### src/rtl/adc_if_pkg.sv
// Shared definitions for the ADC LVDS DDR emulator (transmit side).
// Widths, source encodings, idle code, PRBS-7 taps/seeds and FSM states.
package adc_if_pkg;

    localparam int DW = 6;
    localparam int CNT_W = 16;

    localparam logic [DW-1:0] IDLE_CODE = 6'h00;

    localparam logic [6:0] SEED1 = 7'h7F;
    localparam logic [6:0] SEED2 = 7'h3C;

    // x^7 + x^6 + 1, taps on bits 6 and 5
    localparam int PRBS_TAP_A = 6;
    localparam int PRBS_TAP_B = 5;

    typedef enum logic [1:0] {
        MODE_STREAM = 2'd0,
        MODE_RAMP   = 2'd1,
        MODE_PRBS   = 2'd2,
        MODE_FIXED  = 2'd3
    } mode_e;

    typedef enum logic [1:0] {
        ST_IDLE = 2'd0,
        ST_RUN  = 2'd1,
        ST_DONE = 2'd2
    } state_e;

    function automatic logic [6:0] prbs7_next(input logic [6:0] v);
        return {v[5:0], v[PRBS_TAP_A] ^ v[PRBS_TAP_B]};
    endfunction

endpackage

### src/rtl/adc_pattern_gen.sv
// Test-pattern sources: ramp counter, two PRBS-7 generators, fixed values.
// Output reflects the current state; advance steps all sources together.
module adc_pattern_gen
    import adc_if_pkg::*;
#(
    parameter int         W     = DW,
    parameter logic [W-1:0] IDLE = IDLE_CODE,
    parameter logic [6:0] S1    = SEED1,
    parameter logic [6:0] S2    = SEED2
) (
    input  logic         clk,
    input  logic         rst,
    input  logic         advance,
    input  logic         reload,
    input  logic [1:0]   mode,
    input  logic [W-1:0] fixed_ch1,
    input  logic [W-1:0] fixed_ch2,
    output logic [W-1:0] ch1,
    output logic [W-1:0] ch2
);

    logic [W-1:0] ramp;
    logic [6:0]   lfsr1;
    logic [6:0]   lfsr2;

    always_ff @(posedge clk or posedge rst) begin
        if (rst) begin
            ramp  <= '0;
            lfsr1 <= S1;
            lfsr2 <= S2;
        end else if (reload) begin
            ramp  <= '0;
            lfsr1 <= S1;
            lfsr2 <= S2;
        end else if (advance) begin
            ramp  <= ramp + 1'b1;
            lfsr1 <= prbs7_next(lfsr1);
            lfsr2 <= prbs7_next(lfsr2);
        end
    end

    always_comb begin
        ch1 = IDLE;
        ch2 = IDLE;
        unique case (mode_e'(mode))
            MODE_RAMP: begin
                ch1 = ramp;
                ch2 = ~ramp;
            end
            MODE_PRBS: begin
                ch1 = lfsr1[W-1:0];
                ch2 = lfsr2[W-1:0];
            end
            MODE_FIXED: begin
                ch1 = fixed_ch1;
                ch2 = fixed_ch2;
            end
            default: begin
                ch1 = IDLE;
                ch2 = IDLE;
            end
        endcase
    end

endmodule

### src/rtl/adc_ddr_tx.sv
// ADC emulator: burst FSM, stream handshake and ODDR/OBUFDS output path.
// ch1 goes out in the dco-high half period, ch2 in the low half.
module adc_ddr_tx
    import adc_if_pkg::*;
#(
    parameter int          DW        = adc_if_pkg::DW,
    parameter int          CNT_W     = adc_if_pkg::CNT_W,
    parameter logic [DW-1:0] IDLE_CODE = adc_if_pkg::IDLE_CODE,
    parameter logic [6:0]  SEED1     = adc_if_pkg::SEED1,
    parameter logic [6:0]  SEED2     = adc_if_pkg::SEED2
) (
    input  logic            dco,
    input  logic            rst,
    input  logic            start,
    input  logic            stop,
    input  logic [1:0]      mode,
    input  logic [CNT_W-1:0] burst_len,
    input  logic [DW-1:0]   fixed_ch1,
    input  logic [DW-1:0]   fixed_ch2,
    input  logic [2*DW-1:0] s_data,
    input  logic            s_valid,
    output logic            s_ready,
    output logic [DW-1:0]   d_p,
    output logic [DW-1:0]   d_n,
    output logic            dco_fwd_p,
    output logic            dco_fwd_n,
    output logic            busy,
    output logic            done,
    output logic [CNT_W-1:0] underrun_cnt,
    output logic [DW-1:0]   dch1_mon,
    output logic [DW-1:0]   dch2_mon
);

    state_e           state;
    mode_e            mode_q;
    logic [CNT_W-1:0] len_q;
    logic [CNT_W-1:0] cnt;
    logic [DW-1:0]    gen_ch1;
    logic [DW-1:0]    gen_ch2;
    logic [DW-1:0]    src_ch1;
    logic [DW-1:0]    src_ch2;
    logic             is_stream;
    logic             last;

    adc_pattern_gen #(
        .W    (DW),
        .IDLE (IDLE_CODE),
        .S1   (SEED1),
        .S2   (SEED2)
    ) u_gen (
        .clk       (dco),
        .rst       (rst),
        .advance   (state == ST_RUN),
        .reload    (state == ST_IDLE && start),
        .mode      (mode_q),
        .fixed_ch1 (fixed_ch1),
        .fixed_ch2 (fixed_ch2),
        .ch1       (gen_ch1),
        .ch2       (gen_ch2)
    );

    assign is_stream = (mode_q == MODE_STREAM);
    assign s_ready   = busy && is_stream;
    assign last      = (len_q != '0) && (cnt == len_q - 1'b1);

    always_comb begin
        src_ch1 = gen_ch1;
        src_ch2 = gen_ch2;
        if (is_stream) begin
            src_ch1 = s_valid ? s_data[DW-1:0]    : IDLE_CODE;
            src_ch2 = s_valid ? s_data[2*DW-1:DW] : IDLE_CODE;
        end
    end

    always_ff @(posedge dco or posedge rst) begin
        if (rst) begin
            state        <= ST_IDLE;
            mode_q       <= MODE_STREAM;
            len_q        <= '0;
            cnt          <= '0;
            busy         <= 1'b0;
            done         <= 1'b0;
            underrun_cnt <= '0;
            dch1_mon     <= IDLE_CODE;
            dch2_mon     <= IDLE_CODE;
        end else begin
            done <= 1'b0;
            unique case (state)
                ST_IDLE: begin
                    dch1_mon <= IDLE_CODE;
                    dch2_mon <= IDLE_CODE;
                    if (start) begin
                        state  <= ST_RUN;
                        busy   <= 1'b1;
                        mode_q <= mode_e'(mode);
                        len_q  <= burst_len;
                        cnt    <= '0;
                    end
                end
                ST_RUN: begin
                    dch1_mon <= src_ch1;
                    dch2_mon <= src_ch2;
                    cnt      <= cnt + 1'b1;
                    if (is_stream && !s_valid && !(&underrun_cnt))
                        underrun_cnt <= underrun_cnt + 1'b1;
                    if (stop || last) begin
                        state <= ST_DONE;
                        busy  <= 1'b0;
                        done  <= 1'b1;
                    end
                end
                default: begin
                    dch1_mon <= IDLE_CODE;
                    dch2_mon <= IDLE_CODE;
                    state    <= ST_IDLE;
                end
            endcase
        end
    end

    // SAME_EDGE ODDR: both halves captured on the rising edge
    logic [DW-1:0] oq1;
    logic [DW-1:0] oq2;
    logic          cq1;
    logic          cq2;
    logic [DW-1:0] d_se;
    logic          c_se;

    always_ff @(posedge dco or posedge rst) begin
        if (rst) begin
            oq1 <= IDLE_CODE;
            oq2 <= IDLE_CODE;
            cq1 <= 1'b0;
            cq2 <= 1'b0;
        end else begin
            oq1 <= dch1_mon;
            oq2 <= dch2_mon;
            cq1 <= 1'b1;
            cq2 <= 1'b0;
        end
    end

    assign d_se = dco ? oq1 : oq2;
    assign c_se = dco ? cq1 : cq2;

    assign d_p       = d_se;
    assign d_n       = ~d_se;
    assign dco_fwd_p = c_se;
    assign dco_fwd_n = ~c_se;

endmodule

### config.mk
export PLATFORM = sky130hd
export DESIGN_NAME = adc_ddr_tx
export DESIGN_NICKNAME = d
export VERILOG_FILES = /design/src/rtl/adc_if_pkg.sv /design/src/rtl/adc_pattern_gen.sv /design/src/rtl/adc_ddr_tx.sv
export SDC_FILE = /design/constraint.sdc
export NUM_CORES = 1
export LEC_CHECK = 0
export CAP_MARGIN = 40
export CORE_ASPECT_RATIO = 1.75
export CORE_MARGIN = 1.5
export CORE_UTILIZATION = 40
export DETAILED_ROUTE_END_ITERATION = 6
export GPL_TIMING_DRIVEN = 1
export PLACE_DENSITY = 0.71
export SETUP_SLACK_MARGIN = 0.1
export SYNTH_ARGS = -nofsm -noshare
export SYNTH_HDL_FRONTEND = slang
export SYNTH_SLANG_ARGS = --single-unit
### constraint.sdc
create_clock -name dco -period 4.2 [get_ports dco]
set_clock_uncertainty 0.1 [all_clocks]
set_input_delay 0.63 -clock dco [delete_from_list [all_inputs] [get_ports dco]]
set_output_delay 0.63 -clock dco [all_outputs]
set_load 0.005 [all_outputs]
After elaboration in Yosys (flattened, before gate mapping). Cells that the tools add are included. Widths: inputs -> output; s select.

Bits in registers: 99. Bits in latches: 0. RAM bits: 0. Memory bits (read-only): 0. Input port bits: 47. Output and inout bits: 45. Logic and storage cells: 76. Memories: 0.

$add $sub $neg: 4. Multiply operators: 0. Divide/modulo/power cells: 0. Order comparisons: 0. Eq/ne operators: 7. Shift operators: 0. Muxes and demuxes: 26. Bitwise operators: 5. Reduce and logical (&&, ||, !) cells: 19.

Operator list (number): $mux 6 (9); $pmux 6 s3 (2); $add 16x1->16 const B (2); $pmux 16 s2 (1); $mux 7 (4); $eq 16x16->1 (1); $mux 16 (1); $reduce_and 16->1 (1); $reduce_bool 16->1 (1); $sub 16x1->16 const B (1); $not 6->6 (2); $reduce_and 2->1 (4); $add 6x1->6 const B (1); $logic_and 1x1->1 (5); $mux 1 (5); $eq 2x1->1 const B (2); $eq 2x2->1 const B (2); $logic_not 2->1 (2); $mux 2 (2); $ne 2x2->1 const B (2); $pmux 2 s2 (1); $reduce_bool 2->1 (2); $reduce_and 3->1 (1); $logic_not 1->1 (2); 4 further kinds (5).

Logic depth before layout (Yosys ltp).
Word-level depth: 6. Gate-level depth with buffers: 9. Gate-level depth less buffers: 8.

Cells and area by module. From an unflattened synthesis, not the netlist that was laid out.

Cells, all modules: 524. Area total of the unflattened synthesis: 5014.8 um^2.

By module, submodules not included: adc_ddr_tx (times used 1, cells each 413, area an instance 3860.0 um^2, sequential area each 1976.9 um^2); adc_pattern_gen (times used 1, cells each 111, area an instance 1154.9 um^2, sequential area each 514.2 um^2).

==> run summary <==
worst reg-to-reg setup slack -> 1.25 ns
TritonCTS clock tree -> built
Relative slew margins -> 0.401
Pins Over Slew Limit -> 0
FF+latch count, synth -> 99
final setup margin -> 0.123 ns
Die W -> 85.9 um
area leader, netlist -> dfrtp_1
clock power share -> 0.478
clock latency on the worst-skew pair -> 0.47 ns
Net Switching -> 1930 uW
worst endpoint required time -> 3.47 ns
die height -> 148 um
num rows -> 52
most used flip-flop cell after synthesis -> dfrtp_1
final WL -> 15000 um
global-route wire length before repair -> 24400 um
initial antenna violation count -> 0
Clk pin slew, worst setup/hold paths -> 0.08 ns
grt ovf -> 0
full die area -> 0.0127 mm^2
share of post-route cells with drive strength above 1 -> 0.178
Initial Utilization -> 0.413
top-area cell type share of the netlist area -> 0.457
Power Internal -> 3660 uW
Synth warnings -> 0
top cells by area, synth -> dfrtp_1, nand2_1, dfstp_2, mux2i_1, xor2_1
Seq pwr share -> 0.288
Total GRT Usage -> 0.255
R2R Path Start -> state[0]
number of enable flip-flop cells after synthesis -> 0
Vias/cell -> 5.83
LEAKAGE -> 0.00334 uW
syn avg cell area -> 9.79 um^2
final hold vios -> 0
Post-Synthesis Cell Area -> 0.00481 mm^2
worst path cell trace -> clkbuf_16, clkbuf_16, clkbuf_16, mux2i_4, clkbuf_16, clkbuf_16, clkbuf_16, inv_1, buf_2
Worst Reg2Reg Path Length in Cells -> 6
Core Box Area -> 0.0116 mm^2
TritonRoute pass-1 iters -> 5
max_cap viols -> 0
worst IR drop on VDD -> 330 uV
vias in the first global route -> 4952
Net Sw Frac -> 0.346
most used cell, CP -> clkbuf_16
CP Capture Point -> d_p[3]
layout net count -> 670
Least-Margin Pin Slew -> 0.899 ns
hold_ws -> 0.289 ns
critical-path cell with the highest stage delay -> mux2i_4
Worst Setup SP -> dco
Hold Buf Count CTS -> 0
CP Data Arrival Time -> 3.35 ns
antenna viol nets, final -> 0
count leader, synth -> dfrtp_1
DP Worst Slack -> 0.707 ns
R2R Path End -> underrun_cnt[9]
Logic pwr share -> 0.234
Worst Path Max Fanout -> 4
status -> finished, final reports clean
number of antenna diodes -> 0
Async SR Flop Fraction -> 1.00
detailed router's first-iteration violation count -> 361
Commonest cells post-synth -> dfrtp_1, nand2_1, o21ai_0
Layout area overhead -> 51.5%
# IOs -> 92
Hold Crit Class -> reg2reg
Setup crit start kind -> clock port
pin count of the biggest net entering global routing -> 38
Post-DP HPWL -> 8640 um
Syn Nets -> 543
Worst path max stage delay -> 0.19 ns
unrepaired setup endpoints after global routing -> false
Crit. End Element -> output port
cells after synthesis -> 492
PortBufs -> 91
routed vias -> 4430
RePlAce Congestion -> 0.852
Pwr Density -> 767 mW/mm^2
Setup CP Type -> clk2out
sequential element share of the synthesized area -> 0.517
WL/cell -> 19.7 um
# DRC -> 0
setup TNS -> 0 ns
Setup Viol. Count Final -> 0
post-synthesis cell type count -> 48
## routing by layer
| metal | vias up | wire, um | track usage |
|---|---|---|---|
| li1 | 2002 | - | - |
| met1 | 2130 | 5180 | 0.250 |
| met2 | 223 | 7950 | 0.422 |
| met3 | 75 | 1010 | 0.0899 |
| met4 | 0 | 863 | 0.215 |
| met5 | - | 0 | 0 |
## registers in the layout (all words and copies together), names as in the netlist
register / flops
done: 1
underrun_cnt: 16
dch1_mon: 6
mode_q: 2
oq2: 6
busy: 1
cq1: 1
len_q: 16
u_gen.lfsr2: 7
u_gen.ramp: 6
state: 2
cnt: 16
oq1: 6
u_gen.lfsr1: 7
dch2_mon: 6
## layout by cell type (no fill, tap or decap), types with 7 or more instances in the layout
cell	netlist	final
dfrtp_1	88	88
nand2_1	78	77
clkdlybuf4s50_1	0	77
clkbuf_16	0	49
o21ai_0	27	27
nor2_1	26	26
xor2_1	19	19
xnor2_1	16	16
a21oi_1	16	16
a211oi_1	16	16
nand3_1	14	14
inv_1	17	14
nand4_1	12	12
nor3_1	12	12
mux2i_1	18	12
buf_4	0	12
a221oi_1	11	11
dfstp_2	11	11
a31oi_1	8	8
nor3b_1	7	7
## cells by family after synthesis
| kind of cell | synth area share |
|---|---|
| and+or+nand+nor | 0.191 |
| AOI/OAI and AO/OA | 0.136 |
| DFF | 0.517 |
| buffers and inverters | 0.0385 |
| xor gates and xnor gates | 0.0637 |
| muxes | 0.0421 |
| adders and majority gates | 0.0104 |
| other | 0.000779 |
## power by group through the flow
stage                     registers (uW)  logic, uW  clock network, uW
after global placement              1550       1230                241
after floorplan                     1440        904                114
after global routing                1650       1440               2770
final                               1610       1310               2670
after CTS                           1600       1310               2700
after detailed placement            1570       1270                241
## final cells by class
type,instances,area (um^2)
clock buffers,69,1390
fillers,879,4350
flip-flops and latches,99,2490
clock inverters,15,123
repair buffers,86,846
multi-input cells,346,2230
well taps,135,169
inverters,10,40.0
## worst max-delay path: cells and delay by family
kind / cells / cell delay (ns)
buf+inv: 8 / 1.06
mux: 1 / 0.19
## how the worst min path moves through the flow
stage,startpoint,cells after the start,to
2_1_floorplan,dch1_mon[0],0,oq1[0]
3_3_place_gp,dch1_mon[2],0,oq1[2]
3_5_place_dp,dch2_mon[3],0,oq2[3]
4_1_cts,dch2_mon[3],0,oq2[3]
5_1_grt,dch1_mon[3],0,oq1[3]
6_report,dch1_mon[3],0,oq1[3]
## metrics by stage
stage	power [uW]	util	std cells	cell area, um^2
after detailed placement	3090	0.503	697	5850
after global routing	5870	0.626	760	7290
after global placement	3020	0.501	696	5840
after floorplan	2460	-	492	4810
after CTS	5620	0.626	760	7290
final	5590	0.626	760	7290
## what timing repair did
item	CTS	global route
gates resized for setup	65	0
buffers inserted	6	0
setup endpoints to repair	14	0
No activity file was read; power rests on OpenSTA's default activity.
